**config.mk**
```make
export PLATFORM = sky130hd
export DESIGN_NAME = sha2_msg_scheduler
export DESIGN_NICKNAME = d
export VERILOG_FILES = /design/src/rtl/sha2_pkg.sv /design/src/rtl/sha2_sigma_sched.sv /design/src/rtl/sha2_msg_scheduler.sv
export SDC_FILE = /design/constraint.sdc
export NUM_CORES = 1
export LEC_CHECK = 0
export BUFFER_PORTS_ARGS = -buffer_cell sky130_fd_sc_hd__clkbuf_2
export CAP_MARGIN = 20
export CELL_PAD_IN_SITES_DETAIL_PLACEMENT = 1
export CELL_PAD_IN_SITES_GLOBAL_PLACEMENT = 1
export CORE_MARGIN = 5
export CORE_UTILIZATION = 59
export DETAILED_ROUTE_END_ITERATION = 16
export HOLD_SLACK_MARGIN = 0.05
export PLACE_DENSITY_LB_ADDON = 0.1
export SLEW_MARGIN = 20
export SYNTH_ARGS = -nofsm -noshare
export SYNTH_HDL_FRONTEND = slang
export SYNTH_HIERARCHICAL = 1
export SYNTH_SLANG_ARGS = --single-unit
```
**constraint.sdc**
```tcl
create_clock -name clk -period 10.5 [get_ports clk]
set_input_delay 3.15 -clock clk [delete_from_list [all_inputs] [get_ports clk]]
set_output_delay 3.15 -clock clk [all_outputs]
set_load 0.05 [all_outputs]
```
**src/rtl/sha2_pkg.sv**
```systemverilog
// Shared state type and build-time helpers for the SHA-2 message scheduler.
// Round count, add latency and sigma rotate amounts all derive from WORD_W / SERIAL_ADD.
package sha2_pkg;

  typedef enum logic [1:0] {
    S_IDLE,
    S_LOAD,
    S_EMIT,
    S_COMP
  } sched_state_e;

  function automatic int rounds_f(input int word_w);
    return (word_w == 64) ? 80 : 64;
  endfunction

  function automatic int add_cyc_f(input int serial_add);
    return (serial_add != 0) ? 3 : 1;
  endfunction

  // idx 0..2: sigma0 {rotr, rotr, shr}; idx 3..5: sigma1 {rotr, rotr, shr}
  function automatic int sig_const_f(input int word_w, input int idx);
    case (idx)
      0:       return (word_w == 64) ? 1  : 7;
      1:       return (word_w == 64) ? 8  : 18;
      2:       return (word_w == 64) ? 7  : 3;
      3:       return (word_w == 64) ? 19 : 17;
      4:       return (word_w == 64) ? 61 : 19;
      default: return (word_w == 64) ? 6  : 10;
    endcase
  endfunction

endpackage

```
**src/rtl/sha2_sigma_sched.sv**
```systemverilog
// Combinational SHA-2 message-schedule sigma functions.
// o_sigma0 = sigma0(i_x0), o_sigma1 = sigma1(i_x1) for the selected word width.
module sha2_sigma_sched
  import sha2_pkg::*;
#(
  parameter int WORD_W = 32
) (
  input  logic [WORD_W-1:0] i_x0,
  input  logic [WORD_W-1:0] i_x1,
  output logic [WORD_W-1:0] o_sigma0,
  output logic [WORD_W-1:0] o_sigma1
);

  localparam int S0_R1 = sig_const_f(WORD_W, 0);
  localparam int S0_R2 = sig_const_f(WORD_W, 1);
  localparam int S0_SH = sig_const_f(WORD_W, 2);
  localparam int S1_R1 = sig_const_f(WORD_W, 3);
  localparam int S1_R2 = sig_const_f(WORD_W, 4);
  localparam int S1_SH = sig_const_f(WORD_W, 5);

  function automatic logic [WORD_W-1:0] rotr(input logic [WORD_W-1:0] x, input int n);
    return (x >> n) | (x << (WORD_W - n));
  endfunction

  assign o_sigma0 = rotr(i_x0, S0_R1) ^ rotr(i_x0, S0_R2) ^ (i_x0 >> S0_SH);
  assign o_sigma1 = rotr(i_x1, S1_R1) ^ rotr(i_x1, S1_R2) ^ (i_x1 >> S1_SH);

endmodule

```
**src/rtl/sha2_msg_scheduler.sv**
```systemverilog
// SHA-2 message-schedule engine: loads M[0..15] into a 16-word circular buffer and
// streams W[0..ROUNDS-1], expanding W[t>=16] in place with a serial or parallel adder.
module sha2_msg_scheduler
  import sha2_pkg::*;
#(
  parameter int WORD_W     = 32,
  parameter int SERIAL_ADD = 1
) (
  input  logic              clk,
  input  logic              reset_n,
  input  logic              i_start,
  input  logic              i_abort,
  input  logic              i_word_valid,
  output logic              o_word_ready,
  input  logic [WORD_W-1:0] i_word_in,
  output logic              o_wt_valid,
  input  logic              i_wt_ready,
  output logic [WORD_W-1:0] o_wt_data,
  output logic [6:0]        o_wt_index,
  output logic              o_busy,
  output logic              o_done
);

  localparam int         ROUNDS  = rounds_f(WORD_W);
  localparam int         ADD_CYC = add_cyc_f(SERIAL_ADD);
  localparam logic [6:0] LAST_T  = 7'(ROUNDS - 1);
  localparam logic [1:0] LAST_PH = 2'(ADD_CYC - 1);

  if (WORD_W != 32 && WORD_W != 64) begin : g_bad_width
    $error("sha2_msg_scheduler: WORD_W must be 32 or 64");
  end

  sched_state_e      r_state;
  logic [3:0]        r_cnt;
  logic [6:0]        r_t;
  logic [1:0]        r_ph;
  logic [WORD_W-1:0] r_w;
  logic              r_done;
  logic [WORD_W-1:0] r_mem [16];

  logic [3:0]        w_t4, w_a15, w_a7, w_a2;
  logic [WORD_W-1:0] w_m16, w_m15, w_m7, w_m2;
  logic [WORD_W-1:0] w_s0, w_s1, w_sum;
  logic              w_load_acc, w_comp_last;

  // Taps for W[t-16], W[t-15], W[t-7], W[t-2]; 4-bit wrap gives the mod-16 addressing.
  assign w_t4  = r_t[3:0];
  assign w_a15 = w_t4 + 4'd1;
  assign w_a7  = w_t4 + 4'd9;
  assign w_a2  = w_t4 + 4'd14;
  assign w_m16 = r_mem[w_t4];
  assign w_m15 = r_mem[w_a15];
  assign w_m7  = r_mem[w_a7];
  assign w_m2  = r_mem[w_a2];

  sha2_sigma_sched #(.WORD_W(WORD_W)) u_sigma (
    .i_x0     (w_m15),
    .i_x1     (w_m2),
    .o_sigma0 (w_s0),
    .o_sigma1 (w_s1)
  );

  assign w_load_acc  = (r_state == S_LOAD) && i_word_valid;
  assign w_comp_last = (r_state == S_COMP) && (r_ph == LAST_PH);

  always_comb begin
    // NOTE: assign a default first so no path through this block can infer a latch.
    w_sum = '0;
    if (SERIAL_ADD != 0) begin
      case (r_ph)
        2'd0:    w_sum = w_m16 + w_s0;
        2'd1:    w_sum = r_w + w_m7;
        default: w_sum = r_w + w_s1;
      endcase
    end else begin
      w_sum = w_m16 + w_s0 + w_m7 + w_s1;
    end
  end

  // NOTE: sequential state uses non-blocking assignments so every register samples pre-edge values.
  always_ff @(posedge clk or negedge reset_n) begin
    if (!reset_n) begin
      r_state <= S_IDLE;
      r_cnt   <= 4'd0;
      r_t     <= 7'd0;
      r_ph    <= 2'd0;
      r_w     <= '0;
      r_done  <= 1'b0;
    end else begin
      r_done <= 1'b0;
      if (i_abort) begin
        r_state <= S_IDLE;
      end else begin
        case (r_state)
          S_IDLE: if (i_start) begin
            r_state <= S_LOAD;
            r_cnt   <= 4'd0;
            r_t     <= 7'd0;
          end
          S_LOAD: if (i_word_valid) begin
            r_cnt <= r_cnt + 4'd1;
            if (r_cnt == 4'd15) r_state <= S_EMIT;
          end
          S_EMIT: if (i_wt_ready) begin
            if (r_t == LAST_T) begin
              r_state <= S_IDLE;
              r_done  <= 1'b1;
            end else begin
              r_t <= r_t + 7'd1;
              if (r_t >= 7'd15) begin
                r_state <= S_COMP;
                r_ph    <= 2'd0;
              end
            end
          end
          S_COMP: begin
            r_w <= w_sum;
            if (w_comp_last) begin
              r_state <= S_EMIT;
              r_ph    <= 2'd0;
            end else begin
              r_ph <= r_ph + 2'd1;
            end
          end
          default: r_state <= S_IDLE;
        endcase
      end
    end
  end

  // NOTE: the word buffer is deliberately not reset; its contents are don't-care until loaded.
  always_ff @(posedge clk) begin
    if (!i_abort) begin
      if (w_load_acc)       r_mem[r_cnt] <= i_word_in;
      else if (w_comp_last) r_mem[w_t4]  <= w_sum;
    end
  end

  assign o_word_ready = (r_state == S_LOAD);
  assign o_wt_valid   = (r_state == S_EMIT);
  assign o_busy       = (r_state != S_IDLE);
  assign o_done       = r_done;
  assign o_wt_index   = r_t;
  assign o_wt_data    = o_wt_valid ? ((r_t < 7'd16) ? w_m16 : r_w) : '0;

endmodule

```
==> run_results.csv <==
group,metric,value,unit
outcome,status,"finished clean",
synth,synth_flop_cell,"edfxtp_1",
route,drt-initial-drc-count,3495,
layout,fillers,5218,
layout,n_antenna_cell,0,
layout,syn_to_final_growth,9.89,%
hold_path,min_delay_worst_endpoint,"r_w[30]",
synth,syn-instance-count,2311,
critical_path,r2r-end,"r_mem[7][29]",
critical_path,cp_data_arrival_time,4680,ps
synth,synthArstFlopShare,8.57,%
floorplan,ioPinCount,81,
global_routing,grt_usage,38.4,%
cts,cts_sinks,560,
critical_path,r2r_slack,2940,ps
placement,portBuffers,80,
cts,cts_max_path_buffers,3,
synth,synth_cell_types,71,
synth,synth_edf_count,512,
route,drt-total-wl,124000,um
hold_path,min_from,"r_w[30]",
synth,ys_seq_area_share,47.2,%
global_routing,grt_pass1_wl,178000,um
route,drcViolationCount,0,
floorplan,core,59000,sq um
timing,relSlewSlack,27.8,%
critical_path,reg2reg_depth,18,
cts,clk_latency,670,ps
global_routing,antenna_found_initial,6,
critical_path,critPathKind,"reg2out",
global_routing,grt_max_degree,145,
route,vias,24846,
cts,postCtsSetupBuffers,0,
global_routing,globalRouteMet3Util,10.9,%
synth,synth_warnings,6,
floorplan,start_util,59.6,%
critical_path,required,7350,ps
timing,fin_crit_sh,74.6,%
critical_path,r2r_start,"o_wt_index[1]",
critical_path,crit_path_start_kind,"flop",
global_routing,grt_most_used_layer,"met2",
timing,rsz0062_at_grt,"no",
timing,skew,39.4,ps
cts,clockRootBuffer,"clkbuf_16",
layout,finalNetCount,2452,
global_routing,grt_overflow,0,
cts,cts-hold-fix-buffers,0,
timing,whs,539,ps
cts,cts_tree,"done",
timing,finalMaxSlewViolations,0,
cts,cts_buffers,59,
route,wl_per_cell,39.1,um
floorplan,die_x,254,um
hold_path,hold_path_depth,1,
route,postRouteAntennaNets,0,
synth,synth_area,35200,sq um
timing,fmaxAchievable,128,MHz
cts,cts.clk_slew.worst_paths,70,ps
flow_run,maxCapViolCount,0,
floorplan,die_h,254,um
floorplan,rows,89,
floorplan,die_area,64600,sq um
timing,finalSetupTns,0,ps
layout,drive_gt1_share,32.0,%
timing,tightest_slew,1080,ps
timing,setup_viol,0,
placement,place.gp.congestion,1.00,
cts,htreeDepth,2,
timing,period_minus_slack,7830,ps
synth,syn_nets,2417,
placement,place.detailed.hpwl,77200,um
critical_path,cp-end-kind,"output pin",
cts,ctsResizeCount,0,
global_routing,grt.met2_usage,59.2,%
timing,hold_violations,0,
synth,synth_seq_cells,560,
global_routing,globalRouteMet1Util,51.7,%
route,viasPerCell,7.85,
synth,syn_area_per_cell,15.2,sq um
hold_path,hp-class,"reg2reg",
global_routing,grt_pass1_vias,25211,
critical_path,critPathMaxFanout,144,
route,first_pass_iters,6,
-- how the worst max path moves through the flow --
stage	start	end	slack, ps	cells after the start
2_1_floorplan	o_wt_index[1]	r_mem[0][28]	3060	25
3_3_place_gp	o_wt_index[1]	r_mem[10][29]	3290	18
3_5_place_dp	o_wt_index[1]	r_mem[2][22]	2860	18
4_1_cts	o_wt_index[1]	o_wt_data[19]	2650	7
5_1_grt	o_wt_index[1]	o_wt_data[23]	2490	7
6_report	o_wt_index[1]	o_wt_data[19]	2670	7
-- cells in the final DEF, fill, tap and decap left out, types with 34 or more instances in the layout --
cell	n
a21oi_1	164
buf_4	55
clkbuf_16	59
clkbuf_2	80
dfrtp_1	45
edfxtp_1	512
ha_1	64
mux2_2	35
mux2i_1	34
mux4_2	448
nand2_1	242
nor2_1	121
o21ai_0	104
xor2_1	45
xor3_1	46
-- cells by family (layout without fill, tap and decap cells) --
kind of cell               after synthesis  in the layout  share of synthesized area [%]
DFF                                    560            560                           47.2
muxes                                  517            517                           30.8
and+or+nand+nor                        462            462                           5.50
AOI/OAI and AO/OA                      395            395                           6.62
buffers and inverters                  184            267                           2.11
xor gates and xnor gates               125            125                           5.37
adders and majority gates               68             68                           2.46
-- registers in the layout (all words and copies together) (netlist names) --
name and cells:
o_wt_index 7, r_w 32, r_state 2, r_mem 512
r_ph 2, o_done 1, r_cnt 4
-- worst max-delay path: stages (launching register included) --
cell and delay (ps):
dfrtp_4 670, buf_4 650, buf_12 750, mux4_2 640, mux4_2 640, nand2_1 130, a21oi_1 60, clkbuf_2 260
-- final cells by class --
type / count / area [sq um] / share of cell area [%]
Timing Repair Buffer: 140 / 913 / 2.36
Inverter: 18 / 67.6 / 0.175
Clock buffer: 67 / 1510 / 3.90
Sequential cell: 560 / 16600 / 42.9
Tap cell: 773 / 967 / 2.50
Clock inverter: 42 / 564 / 1.46
Multi-Input combinational cell: 1567 / 18000 / 46.7
-- Yosys cell counts (all sizes together), types with 34 or more instances --
cell,instances,area share (%)
edfxtp,512,44
o21ai,115,1.6
ha,66,2.3
xor3,51,3.5
dfrtp,48,3.4
buf,71,0.91
nand2,242,2.6
mux2,35,1.1
nor2,140,1.5
mux2i,34,0.97
mux4,448,29
xor2,47,1.2
a21oi,167,2.4
clkbuf,95,1.0
-- per-layer routing --
| layer | wire [um] | part of all wire (%) |
|---|---|---|
| met2 | 56700 | 46 |
| met1 | 43200 | 35 |
| met5 | 64 | 0.052 |
| met4 | 7340 | 5.9 |
| met3 | 16300 | 13 |
-- through the flow --
| stage | cell area (sq um) | setup slack [ps] | cells | util, % |
|---|---|---|---|---|
| 6_report | 38600 | 2670 | 3167 | 65.5 |
| 4_1_cts | 38600 | 2650 | 3167 | 65.4 |
| 5_1_grt | 38600 | 2490 | 3167 | 65.5 |
| 3_5_place_dp | 36600 | 2860 | 3058 | 61.9 |
| 3_3_place_gp | 36600 | 3290 | 3058 | 61.9 |
| 2_1_floorplan | 35200 | 3060 | 2311 | - |
Power is not shown: default switching activity piles up to over one toggle a cycle in this logic, so the estimate is an artifact.
